<file path="config.mk">
export PLATFORM = sky130hd
export DESIGN_NAME = csr_perf_counters
export DESIGN_NICKNAME = d
export VERILOG_FILES = /design/src/rtl/csr_perf_counters.sv
export SDC_FILE = /design/constraint.sdc
export NUM_CORES = 1
export LEC_CHECK = 0
export BUFFER_PORTS_ARGS = -buffer_cell sky130_fd_sc_hd__buf_2
export CAP_MARGIN = 20
export CORE_MARGIN = 3
export CORE_UTILIZATION = 50
export DETAILED_ROUTE_END_ITERATION = 16
export PLACE_DENSITY = 0.66
export SYNTH_ARGS = -nofsm -noshare
export SYNTH_HDL_FRONTEND = slang
export SYNTH_SLANG_ARGS = --single-unit
</file>
<file path="constraint.sdc">
create_clock -name clk -period 3 [get_ports clk]
set_input_delay 0.15 -clock clk [delete_from_list [all_inputs] [get_ports clk]]
set_output_delay 0.15 -clock clk [all_outputs]
set_load 0.1 [all_outputs]
</file>
<file path="src/rtl/csr_perf_counters.sv">
// csr_perf_counters: mcycle/minstret/HPM counters with mcountinhibit behind a CSR read/RMW port
// Ports:
//   clk, rst_n                - core clock, asynchronous active-low reset
//   csr_en, csr_addr, csr_op  - CSR access in execute (op: 00 read, 01 RW, 10 RS, 11 RC)
//   csr_wdata                 - rs1 value or zero-extended immediate
//   csr_rdata                 - pre-write value of the addressed CSR (0 when idle or unmapped)
//   csr_illegal               - unmapped access or write attempt to a read-only alias
//   retire_valid, stall       - instruction retirement qualifiers for minstret
//   hpm_event                 - per-counter event strobes for hpmcounter3..
module csr_perf_counters #(
    parameter int NUM_HPM   = 4,
    parameter int CNT_WIDTH = 64
) (
    input  logic                                   clk,
    input  logic                                   rst_n,
    input  logic                                   csr_en,
    input  logic [11:0]                            csr_addr,
    input  logic [1:0]                             csr_op,
    input  logic [31:0]                            csr_wdata,
    output logic [31:0]                            csr_rdata,
    output logic                                   csr_illegal,
    input  logic                                   retire_valid,
    input  logic                                   stall,
    input  logic [(NUM_HPM > 0 ? NUM_HPM : 1)-1:0] hpm_event
);
    // Counter slots: 0 = cycle, 1 = instret, 2+k = hpmcounter(3+k).
    localparam int          NUM_CNT  = NUM_HPM + 2;
    localparam logic [5:0]  HPM_END  = 6'(NUM_HPM + 3);
    localparam logic [31:0] INH_MASK = 32'((64'(1) << (NUM_HPM + 3)) - 64'(1)) & ~32'h2;

    logic [NUM_CNT-1:0][CNT_WIDTH-1:0] cnt;
    logic [NUM_CNT-1:0]                inc;
    logic [31:0]                       inh, cur, wval;
    logic [4:0]                        num, idx;
    logic                              cnt_hit, inh_hit, is_ro, hi, wr_req, wr_en;

    always_comb begin
        num     = csr_addr[4:0];
        hi      = csr_addr[7];
        is_ro   = csr_addr[11:8] == 4'hC;
        cnt_hit = (is_ro || csr_addr[11:8] == 4'hB) && csr_addr[6:5] == 2'b00 &&
                  (num == 5'd0 || num == 5'd2 || (num >= 5'd3 && {1'b0, num} < HPM_END));
        inh_hit = csr_addr == 12'h320;
        idx     = num == 5'd0 ? 5'd0 : num - 5'd1;
        cur     = '0;
        // Zero-extending to 64 bits makes high-half bits above CNT_WIDTH read as 0.
        for (int i = 0; i < NUM_CNT; i++)
            if (cnt_hit && idx == 5'(i)) cur = hi ? 32'(64'(cnt[i]) >> 32) : cnt[i][31:0];
        if (inh_hit) cur = inh;
        // RS/RC with a zero mask is a pure read: neither a write nor an illegal write.
        wr_req      = csr_en && csr_op != 2'b00 && (csr_op == 2'b01 || csr_wdata != 32'd0);
        wr_en       = wr_req && ((cnt_hit && !is_ro) || inh_hit);
        wval        = csr_op == 2'b01 ? csr_wdata : csr_op == 2'b10 ? cur | csr_wdata : cur & ~csr_wdata;
        csr_rdata   = csr_en ? cur : '0;
        csr_illegal = csr_en && (!(cnt_hit || inh_hit) || (wr_req && cnt_hit && is_ro));
        inc         = '0;
        inc[0]      = !inh[0];
        inc[1]      = retire_valid && !stall && !inh[2];
        for (int k = 0; k < NUM_HPM; k++)
            inc[k+2] = hpm_event[k] && !inh[k+3];
    end

    always_ff @(posedge clk or negedge rst_n) begin
        if (!rst_n) begin
            cnt <= '0;
            inh <= '0;
        end else begin
            if (wr_en && inh_hit) inh <= wval & INH_MASK;
            for (int i = 0; i < NUM_CNT; i++) begin
                // Low-half write suppresses the increment; high-half write keeps the
                // low increment but drops its carry.
                if (wr_en && cnt_hit && idx == 5'(i) && !hi)
                    cnt[i] <= {cnt[i][CNT_WIDTH-1:32], wval};
                else if (wr_en && cnt_hit && idx == 5'(i))
                    cnt[i] <= {wval[CNT_WIDTH-33:0], cnt[i][31:0] + 32'(inc[i])};
                else
                    cnt[i] <= cnt[i] + CNT_WIDTH'(inc[i]);
            end
        end
    end
endmodule

</file>
==> key figures <==
Run status
  • Run status: finished, violations left
  • Failing checks: negative setup slack

Timing
  • Final period util: 1.005
  • Final setup margin: -13.93 ps
  • Final Hold Vio Count: 0
  • Final Max Tran Viols: 0
  • Slew HR: 0.2237
  • Setup TNS: -14.66 ps
  • Final setup violation count: 2
  • Period minus WS final: 3014 ps
  • Slew at the pin with the worst max-slew slack: 1156 ps
  • Max Clk Rate: 331.8 MHz
  • RSZ-0062 raised after global routing: true
  • Final Skew: 23.71 ps

Finish
  • Post-route cell area: 34330 µm²
  • Final nets: 3598
  • Non-Filler Instances: 4312
  • Area Growth Syn to Fin: 22.74%
  • Commonest non-fill, non-tap cell in the layout: nand2_1
  • Post-Route Utilization: 0.6220
  • Most frequent cells in the layout: nand2_1 (443), dfrtp_1 (387), buf_4 (305), o21ai_0 (243), nand3_1 (236)
  • Layout cell share with drive strength beyond 1: 0.2280

Global route
  • Vias in the first global route: 26730
  • Largest net degree at the start of global routing: 88
  • Initial antenna violation count: 7
  • First-pass GRT wire length: 178000 µm
  • GRT Total Usage: 0.4011
  • GRT overflow: 0

Route
  • WL/cell: 28.10 µm
  • Final WL: 121200 µm
  • DRT iter0 DRCs: 3896
  • Via count: 28770
  • Vias per inst: 6.672
  • Initial DRT Pass Iterations: 6
  • Remaining DRCs: 0
  • Routed Antenna Nets: 0

Worst setup path
  • FF-to-FF path depth: 10
  • Crit path kind: input port to primary output
  • Slowest CP cell: o211ai_1
  • CP endpoint kind: primary output
  • Data arrival time of the critical path: 2860 ps
  • CP startpoint kind: input port
  • Worst path required time: 2850 ps
  • Max stage delay on crit path: 450 ps
  • Reg2Reg Setup Slack: 80 ps
  • Crit-path most repeated cell: buf_12
  • RR Endpoint: cnt[231]
  • Reg2reg start: inh[4]
  • Critical path cell sequence: buf_2 > inv_1 > ha_1 > buf_4 > xnor2_1 > nor3_4 > nand3_2 > buf_12 > o211ai_1 > a22o_1 > and3_2 > buf_12
  • CP Max Fanout: 22

Synthesis
  • Syn avg cell area: 8.586 µm²
  • Distinct cells, synth: 94
  • Syn nets: 3329
  • Asr flop ratio synth: 1.000
  • Warning count from the yosys run: 0
  • Sequential area share after synthesis: 0.3489
  • EDFF count, synth: 0
  • Synthesized cell area: 27970 µm²
  • Dominant synthesized flop cell: dfrtp_1
  • #FFs+latches synth: 390
  • Post-Syn Instances: 3258

Clock tree
  • Clock Sinks: 390
  • CTS buffer count: 47
  • Worst-path clk slew: 60 ps
  • Skew-Pair Late Insertion Delay: 600 ps
  • Root buf cell: clkbuf_16
  • H-tree levels: 2
  • CTS tree: done
  • CTS Buffer Depth: 3

Power
  • Power per Cell Area: 420.8 nW/µm²
  • Maximum VDD drop: 0.5160 mV
  • Leakage: 0.01401 µW
  • Sw Ratio: 0.2984
  • Int Pwr: 10140 µW
  • Clock share of power: 0.420
  • Combinational cell fraction of total power: 0.173
  • Flop pwr share: 0.407
  • P_sw: 4311 µW

Placed design
  • Cell Count Post-Placement: 4208
  • Final GP Congestion: 1.093
  • Placed instance area: 32270 µm²
  • Pre-CTS setup slack: -338.7 ps
  • Port bufs: 87
  • Dpl hpwl: 91570 µm

Floorplanning
  • Overall die width: 242.5 µm
  • Row count: 86
  • Core area: 55200 µm²
  • Starting Density: 0.5068
  • Die area: 58820 µm²
  • IO Pins: 88
  • Die H: 242.5 µm

Worst hold path
  • Hold path depth: 5
  • Worst hold path type: input port to register
  • Origin of the worst min-delay path: hpm_event[3]
  • Hold Path End: cnt[320]

Flow run
  • Max-cap violations: 0
[through the flow]
step,hold WS (ps),power (µW)
after global placement,239.3,8305
after global routing,65.90,14860
after CTS,1.879,14380
after floorplan,-145.6,7128
final,29.29,14450
after detailed placement,241.5,8352
[layout make-up]
type / count / area (µm²)
tap: 748 / 935.9
multi-input combinational: 2588 / 17280
inverter: 38 / 142.6
clock buffer: 71 / 1409
fill: 4804 / 20870
timing repair buffer: 462 / 4601
clock inverter: 13 / 196.4
sequential: 390 / 9763
antenna: 2 / 5.005
[worst max-delay path by stage]
stage / from / endpoint / slack (ps) / cells past startpoint
global placement: csr_addr[0] / cnt[308] / -320 / 13
finish: csr_addr[0] / csr_rdata[13] / -10 / 12
floorplan: csr_addr[0] / csr_rdata[6] / -30 / 13
CTS: csr_addr[0] / csr_rdata[17] / 2 / 12
global route: csr_addr[0] / csr_rdata[0] / -60 / 14
detailed placement: csr_addr[0] / cnt[212] / -340 / 13
[cells in the mapped netlist (25+ instances only)]
cell type  number  area share
nand2_1       446       0.060
dfrtp_1       390        0.35
o21ai_0       244       0.044
nand3_1       237       0.042
nand4_1       175       0.039
xnor2_1       161       0.050
mux2i_1       160       0.057
nor2_1        159       0.021
mux2_2        107       0.043
clkbuf_1       97       0.013
and3_1         94       0.021
a21oi_1        93       0.017
buf_2          91       0.016
o221ai_1       77       0.024
xor2_1         57       0.018
o211ai_1       53       0.014
nor3_1         44      0.0079
a31oi_1        38      0.0085
inv_1          38      0.0051
and2_1         37      0.0083
and4_1         30      0.0094
o21ai_1        28      0.0050
nor4_1         27      0.0060
buf_4          25      0.0067
[worst max-delay path, delay by kind of cell]
family,cells,cell delay (ps)
and+or+nand+nor,3,880
buffers and inverters,5,740
AOI/OAI and AO/OA,2,700
adders and majority gates,1,210
xor gates and xnor gates,1,170
[registers in the layout, summed over array words and instances (netlist names)]
signal	flops
cnt	384
inh	6
[kinds of logic after synthesis]
kind of cell               share of synthesized area
and+or+nand+nor                               0.2502
AOI/OAI and AO/OA                             0.1752
DFF                                           0.3489
buffers and inverters                        0.04831
muxes                                         0.1020
xor gates and xnor gates                     0.06826
adders and majority gates                   0.007157
[power groups by stage]
stage | sequential (µW) | combinational [µW] | clock, µW
finish | 5890 | 2490 | 6070
detailed placement | 5970 | 2390 | 0
global route | 5930 | 2630 | 6300
floorplan | 5860 | 1260 | 0
global placement | 5960 | 2350 | 0
CTS | 5880 | 2400 | 6100
[repair_timing]
action	CTS	global route
resized for setup	16	39
hold buffers	1	0
cloned	0	3
setup buffers	2	12
pin swaps	0	9
setup endpoints to repair	20	70
endpoints found under the hold margin	81	0
[metal layers]
metal | routed length, µm | track usage | vias up | part of all wire
li1 | - | - | 12630 | -
met1 | 48710 | 0.5544 | 14100 | 0.40
met2 | 50650 | 0.5788 | 1709 | 0.42
met3 | 14000 | 0.09419 | 327 | 0.12
met4 | 7779 | 0.2219 | 2 | 0.064
met5 | 11 | 0 | - | 0.000091
(Power assumes the default switching activity.)
